File: config.mk
export PLATFORM = sky130hd
export DESIGN_NAME = fifo_drain_ctrl
export DESIGN_NICKNAME = d
export VERILOG_FILES = /design/src/rtl/fifo_pkg.sv /design/src/rtl/drain_buf.sv /design/src/rtl/fifo_drain_ctrl.sv
export SDC_FILE = /design/constraint.sdc
export NUM_CORES = 1
export LEC_CHECK = 0
export BUFFER_PORTS_ARGS = -buffer_cell sky130_fd_sc_hd__buf_2
export CAP_MARGIN = 20
export CORE_UTILIZATION = 56
export CTS_CLUSTER_DIAMETER = 150
export DETAILED_ROUTE_END_ITERATION = 16
export GPL_ROUTABILITY_DRIVEN = 1
export PLACE_DENSITY = 0.86
export SLEW_MARGIN = 20
export SYNTH_ARGS = -nofsm -noshare
export SYNTH_HDL_FRONTEND = slang
export SYNTH_SLANG_ARGS = --single-unit
export TNS_END_PERCENT = 1
File: constraint.sdc
create_clock -name clk -period 2.2 [get_ports clk]
set_input_delay 0.11 -clock clk [delete_from_list [all_inputs] [get_ports clk]]
set_output_delay 0.11 -clock clk [all_outputs]
set_load 0.005 [all_outputs]
File: src/rtl/fifo_pkg.sv
// Shared types, defaults and helpers for the FIFO read-side drain controller.
package fifo_pkg;

    localparam int unsigned DATA_WIDTH_DEF = 8;
    localparam int unsigned READ_LAT_DEF   = 2;
    localparam int unsigned BUF_DEPTH_DEF  = 4;

    typedef logic [DATA_WIDTH_DEF-1:0] data_t;

    // Ceiling log2, usable in constant expressions for widths.
    function automatic int unsigned clog2(input int unsigned v);
        int unsigned r;
        r = 0;
        for (int i = 0; i < 32; i++) begin
            if ((64'd1 << i) < 64'(v)) r = unsigned'(i) + 32'd1;
        end
        return r;
    endfunction

endpackage

File: src/rtl/drain_buf.sv
// Small circular buffer with push/pop, occupancy and a first-word-fall-through head.
module drain_buf
    import fifo_pkg::*;
#(
    parameter int unsigned DATA_WIDTH = DATA_WIDTH_DEF,
    parameter int unsigned BUF_DEPTH  = BUF_DEPTH_DEF
) (
    input  logic                      clk,
    input  logic                      reset,
    input  logic                      push_i,
    input  logic [DATA_WIDTH-1:0]     push_data_i,
    input  logic                      pop_i,
    output logic [DATA_WIDTH-1:0]     head_o,
    output logic [clog2(BUF_DEPTH):0] occ_o
);

    localparam int unsigned PTR_W = clog2(BUF_DEPTH);
    localparam int unsigned OCC_W = PTR_W + 1;

    logic [DATA_WIDTH-1:0] mem_q [BUF_DEPTH];
    logic [PTR_W-1:0]      wr_ptr_q, wr_ptr_d;
    logic [PTR_W-1:0]      rd_ptr_q, rd_ptr_d;
    logic [OCC_W-1:0]      occ_q, occ_d;

    always_comb begin
        wr_ptr_d = wr_ptr_q;
        rd_ptr_d = rd_ptr_q;
        occ_d    = occ_q;
        if (push_i) wr_ptr_d = wr_ptr_q + PTR_W'(1);
        if (pop_i)  rd_ptr_d = rd_ptr_q + PTR_W'(1);
        case ({push_i, pop_i})
            2'b10:   occ_d = occ_q + OCC_W'(1);
            2'b01:   occ_d = occ_q - OCC_W'(1);
            default: occ_d = occ_q;
        endcase
    end

    // Storage is cleared on reset so the head reads zero while empty.
    always_ff @(posedge clk) begin
        if (reset) begin
            wr_ptr_q <= '0;
            rd_ptr_q <= '0;
            occ_q    <= '0;
            for (int i = 0; i < int'(BUF_DEPTH); i++) mem_q[i] <= '0;
        end else begin
            if (push_i) mem_q[wr_ptr_q] <= push_data_i;
            wr_ptr_q <= wr_ptr_d;
            rd_ptr_q <= rd_ptr_d;
            occ_q    <= occ_d;
        end
    end

    always_ff @(posedge clk) begin
        if (!reset) begin
            assert (!(push_i && occ_q == OCC_W'(BUF_DEPTH)))
                else $error("drain_buf: push into full buffer");
            assert (!(pop_i && occ_q == '0))
                else $error("drain_buf: pop from empty buffer");
        end
    end

    assign head_o = mem_q[rd_ptr_q];
    assign occ_o  = occ_q;

endmodule

File: src/rtl/fifo_drain_ctrl.sv
// Read-side FIFO drain controller: credit-gated RDEN, read-latency tracker, valid/ready output.
// Optional macro DRAIN_STAT_EN adds a saturating accepted-word counter output word_cnt.
module fifo_drain_ctrl
    import fifo_pkg::*;
#(
    parameter int unsigned DATA_WIDTH = DATA_WIDTH_DEF,
    parameter int unsigned READ_LAT   = READ_LAT_DEF,
    parameter int unsigned BUF_DEPTH  = BUF_DEPTH_DEF
) (
    input  logic                  clk,
    input  logic                  reset,
    input  logic                  fifo_empty,
    output logic                  fifo_rden,
    input  logic [DATA_WIDTH-1:0] fifo_data,
    output logic                  out_valid,
    input  logic                  out_ready,
    output logic [DATA_WIDTH-1:0] out_data,
    output logic                  busy
`ifdef DRAIN_STAT_EN
    ,
    output logic [15:0]           word_cnt
`endif
);

    localparam int unsigned OCC_W = clog2(BUF_DEPTH) + 1;
    localparam int unsigned SUM_W = clog2(BUF_DEPTH + READ_LAT + 1) + 1;

    logic [READ_LAT-1:0] tracker_q, tracker_d;
    logic [SUM_W-1:0]    inflight;
    logic [SUM_W-1:0]    outstanding;
    logic [OCC_W-1:0]    occ;
    logic                push;
    logic                pop;

    // Tracker bit i set means a read issued i+1 edges ago is still travelling.
    always_comb begin
        tracker_d    = '0;
        tracker_d[0] = fifo_rden;
        for (int i = 1; i < int'(READ_LAT); i++) tracker_d[i] = tracker_q[i-1];
    end

    always_comb begin
        inflight = '0;
        for (int i = 0; i < int'(READ_LAT); i++) inflight = inflight + SUM_W'(tracker_q[i]);
    end

    always_ff @(posedge clk) begin
        if (reset) tracker_q <= '0;
        else       tracker_q <= tracker_d;
    end

    // Credit counts only registered state, so a same-cycle pop never frees a slot early.
    assign outstanding = SUM_W'(occ) + inflight;
    assign fifo_rden   = !fifo_empty && (outstanding < SUM_W'(BUF_DEPTH)) && !reset;

    assign push      = tracker_q[READ_LAT-1];
    assign out_valid = (occ != '0);
    assign pop       = out_valid && out_ready;
    assign busy      = out_valid || (|tracker_q);

    drain_buf #(
        .DATA_WIDTH (DATA_WIDTH),
        .BUF_DEPTH  (BUF_DEPTH)
    ) u_buf (
        .clk         (clk),
        .reset       (reset),
        .push_i      (push),
        .push_data_i (fifo_data),
        .pop_i       (pop),
        .head_o      (out_data),
        .occ_o       (occ)
    );

`ifdef DRAIN_STAT_EN
    logic [15:0] word_cnt_q;

    always_ff @(posedge clk) begin
        if (reset)                             word_cnt_q <= '0;
        else if (pop && word_cnt_q != 16'hFFFF) word_cnt_q <= word_cnt_q + 16'd1;
    end

    assign word_cnt = word_cnt_q;
`endif

endmodule

==> results.yml, run 1 <==
logic_synthesis:
  syn_area_sq_um: 1860
  synth-seq-cells: 43
  yosysUniqueCellTypes: 29
  yosys_warnings: 0
  syn_avg_cell_area_sq_um: 13.2
  synthCells: 141
  yosysSeqAreaShare_pct: 63.5
  synth_fp_nets: 156
clock_tree:
  clockBufferDepth: 2
  numClockSinks: 43
  clock_latency_ps: 350
  postCtsSetupRepairBufs: 0
  cts-root-buf: "clkbuf_4"
  h-tree-depth: 2
  clkSlewWorstSetupHoldPaths_ps: 130
  numCtsBuffers: 5
  cts_tree: "done"
  hold_buffers: 1
  cts_resized: 0
setup_path:
  regToRegSetupSlack_ps: 130
  required_ps: 2470
  r2r_start: "u_buf.occ_o[0]$_SDFFE_PP0P_"
  start_kind: "register"
  worstSetupPathType: "reg -> reg"
  cp-startpoint: "u_buf.occ_o[0]$_SDFFE_PP0P_"
  cp_max_fo: 6
  cp-endpoint: "u_buf.occ_o[2]$_SDFFE_PP0P_"
  reg2regPathDepth: 7
  worstPathArrival_ps: 2340
  cp-end-kind: "register"
  r2r_end: "u_buf.occ_o[2]$_SDFFE_PP0P_"
pwr:
  power_mw: 1.90
  power.switching_mw: 0.490
  p_comb_share_pct: 19.7
  power_frac_clock_pct: 27.0
  p_int_mw: 1.41
  swShare_pct: 25.8
  vdd_ir_drop_max_mv: 0.658
  p_leak_nw: 0.836
  powerDensity_nw_per_um2: 899
  power_frac_seq_pct: 53.3
sta:
  fin_skew_ps: 12.8
  final_max_slew_viol_count: 0
  period_minus_slack_ps: 2070
  worst_pin_slew_ps: 532
  fin_setup_tns_ps: 0
  hold_violations: 0
  fin_crit_sh_pct: 94.2
  fmax_mhz: 483
  hold_ws_ps: 46.4
  relSlewSlack_pct: 64.5
  setup_viol: 0
  rsz0062_at_grt: "no"
global_routing:
  grt_max_degree: 18
  grt.overflow.total: 0
  grt_antenna_before_repair: 0
  grt_pass1_wl_microns: 5240
  grt_pass1_vias: 1136
  globalRouteTotalUtil_pct: 21.3
cells_and_area:
  regArea_sq_um: 1180
  stdcell_area_sq_um: 2110
  nNetsFinal: 182
  area_growth_pct: 13.6
  multiInputGateArea_sq_um: 603
  nFillCells: 242
  final_util_pct: 68.1
  final_cell_mix: "edfxtp_1, nor2_1, buf_2, inv_1, dfxtp_1"
  final_common_cell: "edfxtp_1"
  insertedDiodeCount: 0
  drive_gt1_share_pct: 26.8
flow_run:
  drv_cap: 0
die:
  top_level_ports: 23
  die_h_microns: 59.6
  fp.dieW_microns: 59.6
  start_util_pct: 60.0
  core_area_sq_um: 3100
  design.die.area_sq_um: 3560
  row_count: 20
route:
  ant_nets: 0
  vias: 1107
  post_drt_wl_per_cell_microns: 15.2
  finalWirelength_microns: 3220
  initialDrtViolationCount: 33
  drcViolationCount: 0
  post_drt_via_cell_ratio: 5.22
  drt_first_pass_iters: 4
placed_design:
  gp_congestion: 0.856
  dpl-instance-area_sq_um: 2020
  post-dp-hpwl_microns: 2250
  io_buffers: 22
status:
  status: "completed"
min_path:
  hold_class: "in -> reg"
[registers in the layout (all words and copies together) (netlist names), named ones only]
name,flops
u_buf.occ_o,3
u_buf.rd_ptr_q,2
tracker_q,2
u_buf.mem_q,32
u_buf.wr_ptr_q,2
[final cells by class]
class | count | share of cell area, %
flip-flops and latches | 43 | 55.9
multi-input cells | 79 | 28.5
repair buffers | 26 | 6.75
well taps | 44 | 2.61
clock buffers | 6 | 2.43
inverters | 12 | 2.13
clock inverters | 2 | 1.66
[power groups by stage]
stage	clock network (mW)	registers, mW	logic [mW]
after global routing	0.542	1.03	0.413
after floorplan	0	0.983	0.289
final	0.513	1.01	0.374
after detailed placement	0	1.03	0.373
after CTS	0.520	1.02	0.376
after global placement	0	1.03	0.354
[how the worst min path moves through the flow]
stage,depth (start not counted),to,from
6_report,2,u_buf.mem_q[0][1]$_SDFFCE_PN0P_,fifo_data[1]
5_1_grt,2,u_buf.mem_q[0][1]$_SDFFCE_PN0P_,fifo_data[1]
4_1_cts,2,u_buf.mem_q[0][6]$_SDFFCE_PN0P_,fifo_data[6]
3_5_place_dp,2,tracker_q[0]$_SDFF_PP0_,fifo_empty
3_3_place_gp,2,tracker_q[0]$_SDFF_PP0_,fifo_empty
2_1_floorplan,1,tracker_q[0]$_SDFF_PP0_,fifo_empty
[Yosys cell counts (all sizes together)]
library cell | n | area (sq um)
mux4 | 8 | 180
nor2 | 25 | 93.8
dfxtp | 11 | 220
fa | 1 | 20.0
a21oi | 3 | 15.0
o31a | 1 | 8.76
o311ai | 1 | 8.76
nand2b | 2 | 12.5
or3 | 3 | 18.8
inv | 12 | 45.0
buf | 4 | 18.8
or2 | 1 | 6.26
xor2 | 4 | 35.0
ha | 2 | 25.0
a31o | 1 | 8.76
o21ai | 1 | 5.00
nor2b | 2 | 15.0
edfxtp | 32 | 961
nor4 | 3 | 33.8
nand2 | 9 | 33.8
o21bai | 2 | 15.0
xnor2 | 2 | 17.5
clkbuf | 3 | 12.5
and2 | 8 | 50.1
[cells by family after synthesis]
group / Yosys count / share of synthesized area, %
adder cells (fa/ha/maj): 3 / 2.42
AO/OA/AOI/OAI: 9 / 3.29
flip-flops: 43 / 63.5
multiplexers: 8 / 9.68
XOR/XNOR: 6 / 2.82
buffers and inverters: 19 / 4.10
AND/OR/NAND/NOR: 53 / 14.2
[per-stage QoR]
step	instances	worst slack (ps)
after global routing	212	57.9
after floorplan	141	401
after detailed placement	203	161
after global placement	203	365
final	212	128
after CTS	212	137
[metal layers]
layer	vias to the layer above	share of wire (%)	global-route usage, %
met3	4	4.8	4.37
met4	0	1.1	10.3
met2	30	52	37.3
met1	531	42	24.7
li1	542	-	-
met5	-	0	0
[critical path, stage by stage, from the launching register on]
cell and delay [ps]:
dfxtp_1 460, o31a_1 220, ha_1 200, inv_1 60, fa_1 370, xor2_1 170
or3_1 330, a21oi_1 180
Power figures use the tool's default switching activity.
==> inputs of run 2 (changes only) <==
- ABC_AREA: unset -> 1
- SLEW_MARGIN: 20 -> 40
==> run 2 against run 1 <==
Final area grew 1.5%. Flip-flop and latch count is the same. Final cell count grew 31%. First-iteration DRC count grew 94%. Die area grew 1.7%. Register-to-register slack gained 120 ps. Critical endpoint unchanged.
==> results.yml, run 2 <==
status:
  status: "completed"
setup_path:
  r2r_end: "u_buf.occ_o[2]$_SDFFE_PP0P_"
  reg2regPathDepth: 11
  cp_cell_sequence: "inv_1, nand3_1, inv_1, nor2_1, ha_1, inv_1, fa_1, nand2_1, nand4_1, nand2_1, nor2_1"
  required_ps: 2460
  path_delay_family: "simple AND/OR/NAND/NOR gates"
  worst-path-buf-inv: 3
  start_kind: "register"
  regToRegSetupSlack_ps: 250
  cp-startpoint: "u_buf.occ_o[0]$_SDFFE_PP0P_"
  worstSetupPathType: "reg -> reg"
  worstPathArrival_ps: 2210
  cp-end-kind: "register"
  max_stage_delay_ps: 390
  cp_max_fo: 6
  cp_slowest_cell: "dfxtp_1"
  path_common_cell: "inv_1"
  r2r_start: "u_buf.occ_o[0]$_SDFFE_PP0P_"
  crit_cells: 11
route:
  initialDrtViolationCount: 64
  drt_first_pass_iters: 4
  finalWirelength_microns: 3840
  post_drt_wl_per_cell_microns: 13.8
  drcViolationCount: 0
  ant_nets: 0
  post_drt_via_cell_ratio: 5.12
  vias: 1418
logic_synthesis:
  synth-compound-area-share_pct: 10.0
  yosys_warnings: 0
  yosysUniqueCellTypes: 19
  synth_xor_area_share_pct: 0
  synthAdderAreaFrac_pct: 2.38
  synthSimpleGateAreaFrac_pct: 16.7
  synth_edf_count: 32
  synth.area.mux_share_pct: 0
  yosysSeqAreaShare_pct: 62.4
  synth_commonest_cells: "nor2_1, inv_1, edfxtp_1"
  synth-seq-cells: 43
  synth_fp_nets: 213
  synthTopCellsByArea: "edfxtp_1, dfxtp_1, nor2_1, inv_1, o21ai_0"
  synth_flop_cell: "edfxtp_1"
  async_flop_share_pct: 0
  syn_avg_cell_area_sq_um: 9.56
  synth_top_area_share_pct: 50.8
  synth_top_family_by_area: "simple AND/OR/NAND/NOR gates"
  yosys.area.top_type: "edfxtp_1"
  synthCells: 198
  synth_most_common_cell: "nor2_1"
  syn_area_sq_um: 1890
flow_run:
  drv_cap: 0
sta:
  hold_ws_ps: 49.5
  hold_violations: 0
  fin_setup_tns_ps: 0
  relSlewSlack_pct: 70.4
  setup_viol: 0
  fmax_mhz: 512
  period_minus_slack_ps: 1950
  rsz0062_at_grt: "no"
  worst_pin_slew_ps: 444
  fin_skew_ps: 5.19
  fin_crit_sh_pct: 88.8
  final_max_slew_viol_count: 0
clock_tree:
  h-tree-depth: 2
  clock_latency_ps: 340
  cts_tree: "done"
  cts-root-buf: "clkbuf_4"
  clockBufferDepth: 2
  numClockSinks: 43
  numCtsBuffers: 5
  clkSlewWorstSetupHoldPaths_ps: 120
global_routing:
  grt_pass1_vias: 1376
  grt_max_degree: 17
  grt_antenna_before_repair: 0
  globalRouteTotalUtil_pct: 24.3
  grt_pass1_wl_microns: 6040
  grt.overflow.total: 0
cells_and_area:
  top_register: "u_buf.mem_q"
  final_cell_mix: "nor2_1, inv_1, edfxtp_1, buf_2, o21ai_0"
  nNetsFinal: 247
  drive_gt1_share_pct: 17.2
  nFillCells: 252
  insertedDiodeCount: 0
  final_common_cell: "nor2_1"
  largest_register_ffs: 32
  area_growth_pct: 13.4
die:
  die_h_microns: 60.1
  row_count: 20
  fp.dieW_microns: 60.1
  top_level_ports: 23
  start_util_pct: 60.5
  core_area_sq_um: 3130
  design.die.area_sq_um: 3620
pwr:
  p_leak_nw: 0.918
  powerDensity_nw_per_um2: 880
  vdd_ir_drop_max_mv: 0.631
min_path:
  holdCritStartpoint: "out_ready"
  hold_class: "in -> reg"
  holdPathStages: 3
  whs_endpoint: "u_buf.rd_ptr_q[0]$_SDFFE_PP0P_"
placed_design:
  io_buffers: 22
  gp_congestion: 0.742
  post-dp-hpwl_microns: 2520
## run 2: changes by cell type after synthesis, moves of 4 or more
cell and delta:
and2_1 -8, nand3_1 +5, nor2_1 +32, o22ai_1 +8, mux4_2 -8, inv_1 +22, o21ai_0 +19, xor2_1 -4
## run 2: final cells by class
cell class              instances  area [sq um]  share of cell area [%]
inverters                      35           131                    6.12
clock inverters                 3          15.0                   0.700
flip-flops and latches         43          1180                    55.0
clock buffers                   5          37.5                    1.75
well taps                      44          55.1                    2.57
multi-input cells             117           551                    25.7
repair buffers                 30           175                    8.16
## run 2: what timing repair did
action | in CTS | in global routing
hold buffers | 2 | 0
hold endpoints to repair | 2 | 0
resized for setup | 0 | 0
setup buffers | 0 | 0
## run 2: worst register-to-register path: stages (launching register included)
cell	delay, ps
dfxtp_1	390
inv_1	100
nand3_1	190
inv_1	90
nor2_1	110
ha_1	190
inv_1	70
fa_1	380
nand2_1	120
nand4_1	120
nand2_1	80
nor2_1	40
## run 2: worst max path at each step
stage | endpoint
final | u_buf.occ_o[2]$_SDFFE_PP0P_
after global placement | u_buf.occ_o[2]$_SDFFE_PP0P_
after floorplan | u_buf.occ_o[2]$_SDFFE_PP0P_
after CTS | u_buf.occ_o[2]$_SDFFE_PP0P_
after global routing | u_buf.occ_o[2]$_SDFFE_PP0P_
after detailed placement | u_buf.occ_o[2]$_SDFFE_PP0P_
## run 2: logic make-up after synthesis
kind of cell             Yosys count
adder cells (fa/ha/maj)            3
AND/OR/NAND/NOR                   78
AO/OA/AOI/OAI                     36
buffers and inverters             38
flip-flops                        43
## run 2: where the power goes
part	total, mW	leakage, nW	switching [mW]	internal [mW]
logic	0.533	0.462	0.330	0.203
registers	0.993	0.421	0.0535	0.940
clock network	0.361	0.0347	0.242	0.119
## run 2: layer usage
| layer | track usage (%) | up-vias | part of all wire, % |
|---|---|---|---|
| li1 | - | 720 | - |
| met1 | 27.0 | 652 | 43 |
| met2 | 43.6 | 40 | 52 |
| met3 | 7.36 | 6 | 4.3 |
| met4 | 8.31 | 0 | 0.91 |
| met5 | 0 | - | 0 |
## run 2: stage by stage
step	util, %	std cells	instance area, sq um	setup slack [ps]	total power, mW
6_report	68.6	277	2150	247	1.89
5_1_grt	68.6	277	2150	123	2.00
4_1_cts	68.6	277	2150	269	1.90
3_5_place_dp	66.3	267	2070	341	1.53
3_3_place_gp	66.3	267	2070	442	1.51
2_1_floorplan	-	198	1890	495	1.36
==> inputs of run 3 (changes only) <==
- ABC_AREA: 1 -> unset
- clock period: 2.2 -> 1.94 ns (I/O delays scaled with it)
==> run 3 against run 2 <==
Setup slack got worse by 170 ps. Combinational power down 2%. Sequential power is 11% higher. Hold slack got worse by 11 ps. Final area down 1.3%. Critical path depth shrank 4. Largest power group unchanged. Register-to-register slack got worse by 170 ps. Die area shrank 1.7%. Core utilization shrank 0.33 points.
==> results.yml, run 3 (synthesized netlist as in run 1, its figures left out) <==
sta:
  fin_skew_ps: 11.4
  final_max_slew_viol_count: 0
  fin_crit_sh_pct: 95.8
  period_minus_slack_ps: 1860
  rsz0062_at_grt: "no"
  worst_pin_slew_ps: 402
  fin_setup_tns_ps: 0
  setup_viol: 0
  fmax_mhz: 538
  relSlewSlack_pct: 73.1
  hold_violations: 0
route:
  finalWirelength_microns: 3320
  route.met3.wl_microns: 133
  drt_first_pass_iters: 4
  ant_nets: 0
  wl_met2_microns: 1800
  wirelength_met1_microns: 1330
  initialDrtViolationCount: 42
  drcViolationCount: 0
  post_drt_via_cell_ratio: 5.39
  top_layer_used: "met4"
  vias: 1170
  post_drt_wl_per_cell_microns: 15.3
placed_design:
  post-dp-hpwl_microns: 2400
  io_buffers: 22
  gp_congestion: 0.778
clock_tree:
  clock_latency_ps: 350
  cts_tree: "done"
  cts-root-buf: "clkbuf_4"
  numCtsBuffers: 5
  clkSlewWorstSetupHoldPaths_ps: 120
  h-tree-depth: 2
  numClockSinks: 43
  clockBufferDepth: 2
pwr:
  swShare_pct: 27.7
  p_int_mw: 1.48
  power_frac_seq_pct: 54.0
  vdd_ir_drop_max_mv: 0.529
  power_frac_clock_pct: 20.3
  power_mw: 2.04
  p_leak_nw: 0.842
  powerDensity_nw_per_um2: 964
  p_comb_share_pct: 25.7
  power.switching_mw: 0.565
setup_path:
  worstPathArrival_ps: 2150
  start_kind: "register"
  cp_cell_sequence: "o31a_1, ha_2, inv_1, fa_1, xor2_1, or3_1, a21oi_1"
  cp_slowest_cell: "dfxtp_1"
  cp_max_fo: 2
  worstSetupPathType: "reg -> reg"
  required_ps: 2230
  cp-end-kind: "register"
  max_stage_delay_ps: 380
die:
  row_count: 20
  top_level_ports: 23
  start_util_pct: 60.0
  die_h_microns: 59.6
  core_area_sq_um: 3100
  design.die.area_sq_um: 3560
  fp.dieW_microns: 59.6
cells_and_area:
  top_register: "u_buf.mem_q"
  largest_register_ffs: 32
  final_common_cell: "edfxtp_1"
  multiInputGateArea_sq_um: 606
  regArea_sq_um: 1180
  drive_gt1_share_pct: 28.9
  insertedDiodeCount: 0
  nNetsFinal: 187
  area_growth_pct: 13.9
  final_cell_mix: "edfxtp_1, nor2_1, buf_2, inv_1, dfxtp_1"
  nFillCells: 250
min_path:
  hold_class: "in -> reg"
global_routing:
  grt_max_degree: 18
  grt.overflow.total: 0
  grt_antenna_before_repair: 0
  grt_pass1_vias: 1212
  grt_pass1_wl_microns: 5460
  globalRouteTotalUtil_pct: 22.0
flow_run:
  drv_cap: 0
status:
  status: "completed"
-- run 3: changes by cell type in the layout (fill, tap and decap cells not counted), sizes merged, moves of 3 or more --
cell | before | now
and2 | 0 | 8
inv | 35 | 12
nand2 | 12 | 9
nor4 | 0 | 3
a21oi | 6 | 3
mux4 | 0 | 8
nor2 | 57 | 25
xor2 | 0 | 4
or3 | 0 | 3
o21ai | 22 | 1
o22ai | 8 | 0
nand3 | 5 | 0
-- run 3: path summary, 6_finish.rpt --
path                                             startpoint                               to  slack [ps]  cells past startpoint
worst max register to register  u_buf.occ_o[0]$_SDFFE_PP0P_      u_buf.occ_o[2]$_SDFFE_PP0P_          80                      7
worst min register to register      tracker_q[0]$_SDFF_PP0_          tracker_q[1]$_SDFF_PP0_         500                      1
worst min-delay path                           fifo_data[0]  u_buf.mem_q[0][0]$_SDFFCE_PN0P_          40                      2
worst max-delay path            u_buf.occ_o[0]$_SDFFE_PP0P_      u_buf.occ_o[2]$_SDFFE_PP0P_          80                      7
-- run 3: routing by layer --
layer	GRT usage, %	vias up
li1	-	555
met1	24.9	579
met2	38.3	31
met3	6.99	5
met4	8.97	0
met5	0	-
-- run 3: repair_timing --
action / 4_1_cts / 5_1_grt
pin swaps: 0 / 1
resized for setup: 1 / 1
endpoints found under the setup margin: 1 / 1
hold buffers: 1 / 0
endpoints found under the hold margin: 1 / 0
gates cloned: 0 / 0
setup buffers: 0 / 1
-- run 3: worst max-delay path, delay by kind of cell, from the launching register on --
kind,cells,cell delay (ps)
adder cells (fa/ha/maj),2,570
flip-flops,1,380
AO/OA/AOI/OAI,2,330
AND/OR/NAND/NOR,1,300
XOR/XNOR,1,170
buffers and inverters,1,50
-- run 3: final cells by class --
cell class                      count  share of cell area (%)
Clock buffer                        7                    2.13
Inverter                           12                    2.13
Clock inverter                      1                   0.236
Sequential cell                    43                    55.8
Multi-Input combinational cell     79                    28.6
Tap cell                           44                    2.60
Timing Repair Buffer               31                    8.51
-- run 3: power groups by stage --
stage,sequential (mW),combinational [mW],clock (mW)
CTS,1.10,0.511,0.424
floorplan,1.12,0.328,0
global placement,1.11,0.482,0
finish,1.10,0.525,0.414
global route,1.11,0.577,0.456
detailed placement,1.12,0.504,0
-- run 3: metrics by stage --
stage / setup slack, ps / utilization, % / hold slack (ps) / instance area, sq um / std cells
2_1_floorplan: 141 / - / 174 / 1860 / 141
3_3_place_gp: 158 / 66.0 / 276 / 2050 / 207
3_5_place_dp: 30.0 / 66.0 / 294 / 2050 / 207
4_1_cts: 53.5 / 67.9 / 28.5 / 2110 / 216
5_1_grt: 34.3 / 68.3 / 25.7 / 2120 / 217
6_report: 81.3 / 68.3 / 38.5 / 2120 / 217
